$ cat src/rtl/vp_pkg.sv
// Shared types for the vector execute stage: opcodes, FSM states, modes.
// The mode decoder resolves flag priority and legality in one place.
package vp_pkg;

    localparam int LANES_D = 4;
    localparam int W_D     = 8;

    typedef enum logic [2:0] {
        OP_MOV  = 3'b000,
        OP_MOVV = 3'b001,
        OP_ADD  = 3'b010,
        OP_SUB  = 3'b011,
        OP_MUL  = 3'b100,
        OP_VADD = 3'b101,
        OP_DIV  = 3'b110,
        OP_NOP  = 3'b111
    } op_e;

    typedef enum logic [2:0] {
        S_IDLE,
        S_SCAL,
        S_LANE,
        S_DIVIT,
        S_DONE
    } state_e;

    typedef enum logic [1:0] {
        M_NOP,
        M_SCAL,
        M_VEC,
        M_DIV
    } mode_e;

    // operSum outranks operALUve, which outranks operALUe
    function automatic mode_e decode_mode(input op_e op, input logic sum,
                                          input logic ve, input logic e);
        mode_e m;
        m = M_NOP;
        priority case (1'b1)
            sum: if (op == OP_VADD) m = M_VEC;
            ve: begin
                if (op == OP_MOVV || op == OP_MUL) m = M_VEC;
                else if (op == OP_DIV) m = M_DIV;
            end
            e: begin
                if (op == OP_MOV || op == OP_ADD || op == OP_SUB) m = M_SCAL;
            end
            default: m = M_NOP;
        endcase
        return m;
    endfunction

endpackage

$ cat src/rtl/vector_exec_unit_div_step.sv
// One restoring-division iteration: shift in a dividend bit, trial-subtract.
// Purely combinational; the top reuses it for every bit of every lane.
module restoring_div_step #(
    parameter int W = 8
) (
    input  logic [W-1:0] i_rem,
    input  logic         i_dbit,
    input  logic [W-1:0] i_divisor,
    output logic [W-1:0] o_rem,
    output logic         o_qbit
);

    logic [W:0]   w_trial;
    logic [W-1:0] w_diff;

    assign w_trial = {i_rem, i_dbit};
    assign w_diff  = W'(w_trial - {1'b0, i_divisor});
    assign o_qbit  = (w_trial >= {1'b0, i_divisor});
    assign o_rem   = o_qbit ? w_diff : w_trial[W-1:0];

endmodule

$ cat src/rtl/vector_exec_unit.sv
// Execute stage: scalar ops in one step, vector ops one lane per step,
// DIV one quotient bit per step using a single shared divider slice.
module vector_exec_unit
    import vp_pkg::*;
#(
    parameter int LANES = LANES_D,
    parameter int W     = W_D
) (
    input  logic               clk,
    input  logic               rst_n,
    input  logic               start,
    input  logic [2:0]         opALU,
    input  logic               operALUe,
    input  logic               operALUve,
    input  logic               operSum,
    input  logic [LANES*W-1:0] vecA,
    input  logic [LANES*W-1:0] vecB,
    input  logic [W-1:0]       scalA,
    input  logic [W-1:0]       scalB,
    output logic               busy,
    output logic               done,
    output logic [LANES*W-1:0] vec_res,
    output logic [W-1:0]       scal_res,
    output logic               we_vec,
    output logic               we_scal,
    output logic               div_zero,
    output logic               illegal
);

    localparam int LW = (LANES > 1) ? $clog2(LANES) : 1;
    localparam int BW = (W > 1) ? $clog2(W) : 1;

    state_e r_state, w_next;
    mode_e  r_mode, w_mode;
    op_e    r_op;

    logic [LANES*W-1:0] r_va, r_vb, r_vec;
    logic [W-1:0]       r_sa, r_sb, r_scal, r_rem;
    logic [W-2:0]       r_q;
    logic [LW-1:0]      r_lane;
    logic [BW-1:0]      r_bit;
    logic               r_dz;

    logic [W-1:0] w_lane_a, w_lane_b, w_lane_res, w_scal_res, w_rem_n;
    logic         w_dbit, w_qbit, w_last_lane, w_last_bit, w_cap;

    assign w_mode      = decode_mode(op_e'(opALU), operSum, operALUve, operALUe);
    assign w_cap       = (r_state == S_IDLE) && start;
    assign w_last_lane = (r_lane == LW'(LANES - 1));
    assign w_last_bit  = (r_bit == BW'(W - 1));
    assign w_lane_a    = r_va[r_lane*W +: W];
    assign w_lane_b    = r_vb[r_lane*W +: W];
    assign w_dbit      = w_lane_a[BW'(W - 1) - r_bit];

    restoring_div_step #(.W(W)) u_div (
        .i_rem     (r_rem),
        .i_dbit    (w_dbit),
        .i_divisor (r_sb),
        .o_rem     (w_rem_n),
        .o_qbit    (w_qbit)
    );

    always_comb begin
        w_lane_res = w_lane_a;
        unique case (r_op)
            OP_MOVV: w_lane_res = r_sb;
            OP_MUL:  w_lane_res = w_lane_a * r_sb;
            OP_VADD: w_lane_res = w_lane_a + w_lane_b;
            default: w_lane_res = w_lane_a;
        endcase
    end

    always_comb begin
        w_scal_res = r_sb;
        unique case (r_op)
            OP_ADD:  w_scal_res = r_sa + r_sb;
            OP_SUB:  w_scal_res = r_sa - r_sb;
            default: w_scal_res = r_sb;
        endcase
    end

    always_ff @(posedge clk or negedge rst_n) begin
        if (!rst_n) r_state <= S_IDLE;
        else        r_state <= w_next;
    end

    always_comb begin
        w_next = r_state;
        unique case (r_state)
            S_IDLE: begin
                if (start) begin
                    unique case (w_mode)
                        M_SCAL:  w_next = S_SCAL;
                        M_VEC:   w_next = S_LANE;
                        M_DIV:   w_next = S_DIVIT;
                        default: w_next = S_DONE;
                    endcase
                end
            end
            S_SCAL:  w_next = S_DONE;
            S_LANE:  if (w_last_lane) w_next = S_DONE;
            S_DIVIT: if (w_last_lane && w_last_bit) w_next = S_DONE;
            S_DONE:  w_next = S_IDLE;
            default: w_next = S_IDLE;
        endcase
    end

    always_ff @(posedge clk or negedge rst_n) begin
        if (!rst_n) begin
            r_mode <= M_NOP;
            r_op   <= OP_MOV;
            r_va   <= '0;
            r_vb   <= '0;
            r_sa   <= '0;
            r_sb   <= '0;
            r_vec  <= '0;
            r_scal <= '0;
            r_rem  <= '0;
            r_q    <= '0;
            r_lane <= '0;
            r_bit  <= '0;
            r_dz   <= 1'b0;
        end else begin
            if (w_cap) begin
                r_mode <= w_mode;
                r_op   <= op_e'(opALU);
                r_va   <= vecA;
                r_vb   <= vecB;
                r_sa   <= scalA;
                r_sb   <= scalB;
                r_rem  <= '0;
                r_lane <= '0;
                r_bit  <= '0;
                r_dz   <= (w_mode == M_DIV) && (scalB == '0);
            end
            if (r_state == S_SCAL) r_scal <= w_scal_res;
            if (r_state == S_LANE) begin
                r_vec[r_lane*W +: W] <= w_lane_res;
                r_lane <= w_last_lane ? '0 : r_lane + 1'b1;
            end
            // divisor 0 always passes the trial compare, giving all-ones
            if (r_state == S_DIVIT) begin
                r_q <= {r_q[W-3:0], w_qbit};
                if (w_last_bit) begin
                    r_vec[r_lane*W +: W] <= {r_q, w_qbit};
                    r_rem  <= '0;
                    r_bit  <= '0;
                    r_lane <= w_last_lane ? '0 : r_lane + 1'b1;
                end else begin
                    r_rem <= w_rem_n;
                    r_bit <= r_bit + 1'b1;
                end
            end
        end
    end

    assign busy     = (r_state != S_IDLE);
    assign done     = (r_state == S_DONE);
    assign we_vec   = done && (r_mode == M_VEC || r_mode == M_DIV);
    assign we_scal  = done && (r_mode == M_SCAL);
    assign illegal  = done && (r_mode == M_NOP) && (r_op != OP_NOP);
    assign div_zero = r_dz;
    assign vec_res  = r_vec;
    assign scal_res = r_scal;

endmodule

$ cat config.mk
export PLATFORM = sky130hd
export DESIGN_NAME = vector_exec_unit
export DESIGN_NICKNAME = d
export VERILOG_FILES = /design/src/rtl/vp_pkg.sv /design/src/rtl/vector_exec_unit_div_step.sv /design/src/rtl/vector_exec_unit.sv
export SDC_FILE = /design/constraint.sdc
export NUM_CORES = 1
export LEC_CHECK = 0
export CAP_MARGIN = 20
export CORE_ASPECT_RATIO = 1.1
export CORE_MARGIN = 5
export CORE_UTILIZATION = 58
export CTS_CLUSTER_SIZE = 10
export DETAILED_ROUTE_END_ITERATION = 12
export DONT_BUFFER_PORTS = 1
export GPL_TIMING_DRIVEN = 1
export PLACE_DENSITY = 0.8
export SKIP_LAST_GASP = 1
export SYNTH_ARGS = -nofsm -noshare
export SYNTH_HDL_FRONTEND = slang
export SYNTH_SLANG_ARGS = --single-unit
$ cat constraint.sdc
create_clock -name clk -period 6.8 [get_ports clk]
set_input_delay 1.36 -clock clk [delete_from_list [all_inputs] [get_ports clk]]
set_output_delay 1.36 -clock clk [all_outputs]
set_load 0.005 [all_outputs]
==> results.yml <==
yosys:
  async_reset_ff_share_pct: 100
  synth.top_cell.area_share_pct: 41.7
  synthSimpleGateAreaFrac_pct: 21.2
  synthXorXnorAreaFrac_pct: 3.71
  synthAdderAreaFrac_pct: 9.94
  syn_inst: 1012
  ys_seq_area_share_pct: 41.7
  synth_top_flop_cell: "dfrtp_1"
  synth_edf_count: 0
  synth_compound_area_share_pct: 12.5
  yosys_warnings: 0
  synth-seq-cells: 149
  synth_top_family_by_area: "simple AND/OR/NAND/NOR gates"
  synth.area.top_cells: "dfrtp_1, nand2_1, ha_1, mux4_2, fa_1"
  synth.area.mux_share_pct: 6.01
  yosys.area.top_type: "dfrtp_1"
  avgSynthCellArea_sq_um: 8.83
  syn_area_sq_um: 8930
  ys_types: 55
  syn_nets: 1163
clocking:
  cts_root_buffer: "clkbuf_16"
  cts_hold_buf: 0
  clockBufferDepth: 2
  clock_sinks: 149
  cts_tree: "built"
  cts_setup_buffers: 0
  clkLatencyLatePin_ns: 0.42
  ctsResizeCount: 0
  cts_buffers: 17
  clkTransAtPathRegs_ns: 0.06
  htreeDepth: 4
finish:
  seq_area_sq_um: 3730
  insertedDiodeCount: 0
  syn_to_final_growth_pct: 7.24
  fill_cells: 1223
  nets: 1134
  multiInputGateArea_sq_um: 4770
  drive_above_1_share_pct: 6.24
worst_hold_path:
  hold_path_depth: 2
  min_path_type: "register to register"
worst_setup_path:
  worstSetupPathType: "register to register"
  critPathMaxStageDelay_ns: 0.89
  rr_worst_depth: 17
  worstPathRequired_ns: 7.11
  path_cells: "mux4_2, and2_1, ha_1, fa_1, ha_1, inv_1, fa_1, inv_1, fa_1, a21o_1, a21oi_1, xnor2_1, xnor2_2, xnor2_1, xnor2_1, o221ai_2, a41o_1"
  startpoint_type: "register"
  cp-end-kind: "register"
  crit_slowest_cell: "dfrtp_1"
  cp.arrival_ns: 5.86
  worstPathMaxFanout: 19
route:
  drcViolationCount: 0
  routedWlPerCell_um: 18.4
  top_layer_used: "met4"
  via_per_inst: 5.95
  initialDrtViolationCount: 597
  vias: 7085
  wl_met2_um: 10200
  wl_met1_um: 9260
  totalWireLength_um: 21900
  ant_nets: 0
  dr.pass1.iters: 6
  wl_met3_um: 1960
job:
  drv_cap: 0
global_route:
  overflow: 0
  grt_usage_pct: 24.9
  grt_max_degree: 150
  grt_pass1_vias: 7016
  antenna_found_initial: 0
  grt_pass1_wl_um: 35700
timing:
  worst_pin_slew_ns: 1.04
  tns_ns: 0
  setup_viol_count_final: 0
  hold_viol_final: 0
  fin_skew_ns: 0.00657
  slew_headroom_pct: 30.5
  rsz0062_at_grt: "false"
  holdWs_ns: 0.470
  setup_ws_ns: 1.25
  period_share_pct: 81.6
  drv_slew: 0
  finalCriticalPeriod_ns: 5.55
  fmax_mhz: 180
place:
  pre_cts_ws_ns: 1.24
  hpwl_um: 15500
  gp_congestion: 0.912
  port_buffers: 0
die:
  ios: 135
  die_h_um: 140
  rows: 47
  start_util_pct: 59.1
  die_w_um: 128
  die_area_sq_um: 18000
  fp.coreArea_sq_um: 15100
power:
  vdd_ir_drop_max_uv: 328
  finalPower_mw: 5.51
  power.leakage_nw: 4.69
  power.density_nw_per_um2: 575
run_status:
  outcome: "completed"
## state kept, by name (all words and copies together), names as in the netlist
name	flops
div_zero	1
r_bit	3
r_lane	2
r_mode	2
r_op	3
r_q	7
r_rem	8
r_sa	8
r_sb	8
r_state	3
r_va	32
r_vb	32
scal_res	8
vec_res	32
## where the power goes
part | switching (mW) | internal (mW) | total (mW)
combinational | 1.78 | 1.27 | 3.05
clock | 0.353 | 0.611 | 0.964
sequential | 0.314 | 1.19 | 1.50
## worst max-delay path, delay by kind of cell (launching register included)
family	cells	cell delay, ns
simple gates	1	0.22
compound gates	4	0.81
mux	1	0.74
flops	1	0.89
fa+ha+maj	5	1.98
buf+inv	2	0.13
xor+xnor	4	0.66
## placed cells by master (no fill, tap or decap), types with 7 or more instances in the layout
cell / netlist / layout
fa_1: 15 / 15
and2_1: 24 / 23
nor2_1: 39 / 39
xnor2_1: 29 / 29
mux4_2: 18 / 18
a22o_1: 8 / 8
mux2i_1: 12 / 12
xor2_1: 7 / 7
inv_1: 52 / 52
nor3_1: 7 / 7
clkbuf_16: 0 / 17
a22oi_1: 23 / 23
dfrtp_1: 149 / 149
nand2_1: 330 / 329
a21o_1: 12 / 12
and3_1: 9 / 9
o21ai_1: 13 / 13
nor2b_1: 7 / 7
a21oi_1: 25 / 25
nand3_1: 11 / 11
ha_1: 47 / 47
o21ai_0: 58 / 58
## routing by layer
metal  vias up  global-route usage (%)
li1       3328                       -
met1      3410                    33.9
met2       305                    39.0
met3        42                    6.93
met4         0                    7.82
met5         -                       0
## worst paths after layout
check | start | to | slack, ns
max | r_lane[0] | vec_res[31] | 1.25
max reg2reg | r_lane[0] | vec_res[31] | 1.25
min reg2reg | r_vb[21] | r_vb[21] | 0.47
min | r_vb[21] | r_vb[21] | 0.47
max in group asynchronous | rst_n | r_lane[0] | 6.01
min in group asynchronous | rst_n | scal_res[3] | 0.63
## stage by stage
step | std cells | cell area [sq um] | utilization (%)
after floorplan | 1012 | 8930 | -
after global placement | 1160 | 8970 | 59.4
after detailed placement | 1160 | 8970 | 59.4
after CTS | 1190 | 9580 | 63.4
after global routing | 1190 | 9580 | 63.4
final | 1190 | 9580 | 63.4
## cell type report
class                           count  area share [%]
Multi-Input combinational cell    759            49.8
Clock inverter                      8            1.29
Timing Repair Buffer                4           0.313
Sequential cell                   149            38.9
Clock buffer                       22            5.05
Inverter                           52            2.04
Tap cell                          196            2.56
## cell usage after synthesis (all sizes together) (15+ instances only)
master,number
mux4,18
clkbuf,40
nand2,331
and2,24
xnor2,30
a21oi,25
nor2,39
fa,15
ha,47
inv,52
o21ai,71
dfrtp,149
a22oi,23
## logic make-up (layout without fill, tap and decap cells)
group                      after synthesis  in the layout
and+or+nand+nor                        453            453
AOI/OAI and AO/OA                      176            176
DFF                                    149            149
buffers and inverters                  104             86
adders and majority gates               62             62
xor gates and xnor gates                37             37
muxes                                   31             31
No activity file was read; power rests on OpenSTA's default activity.
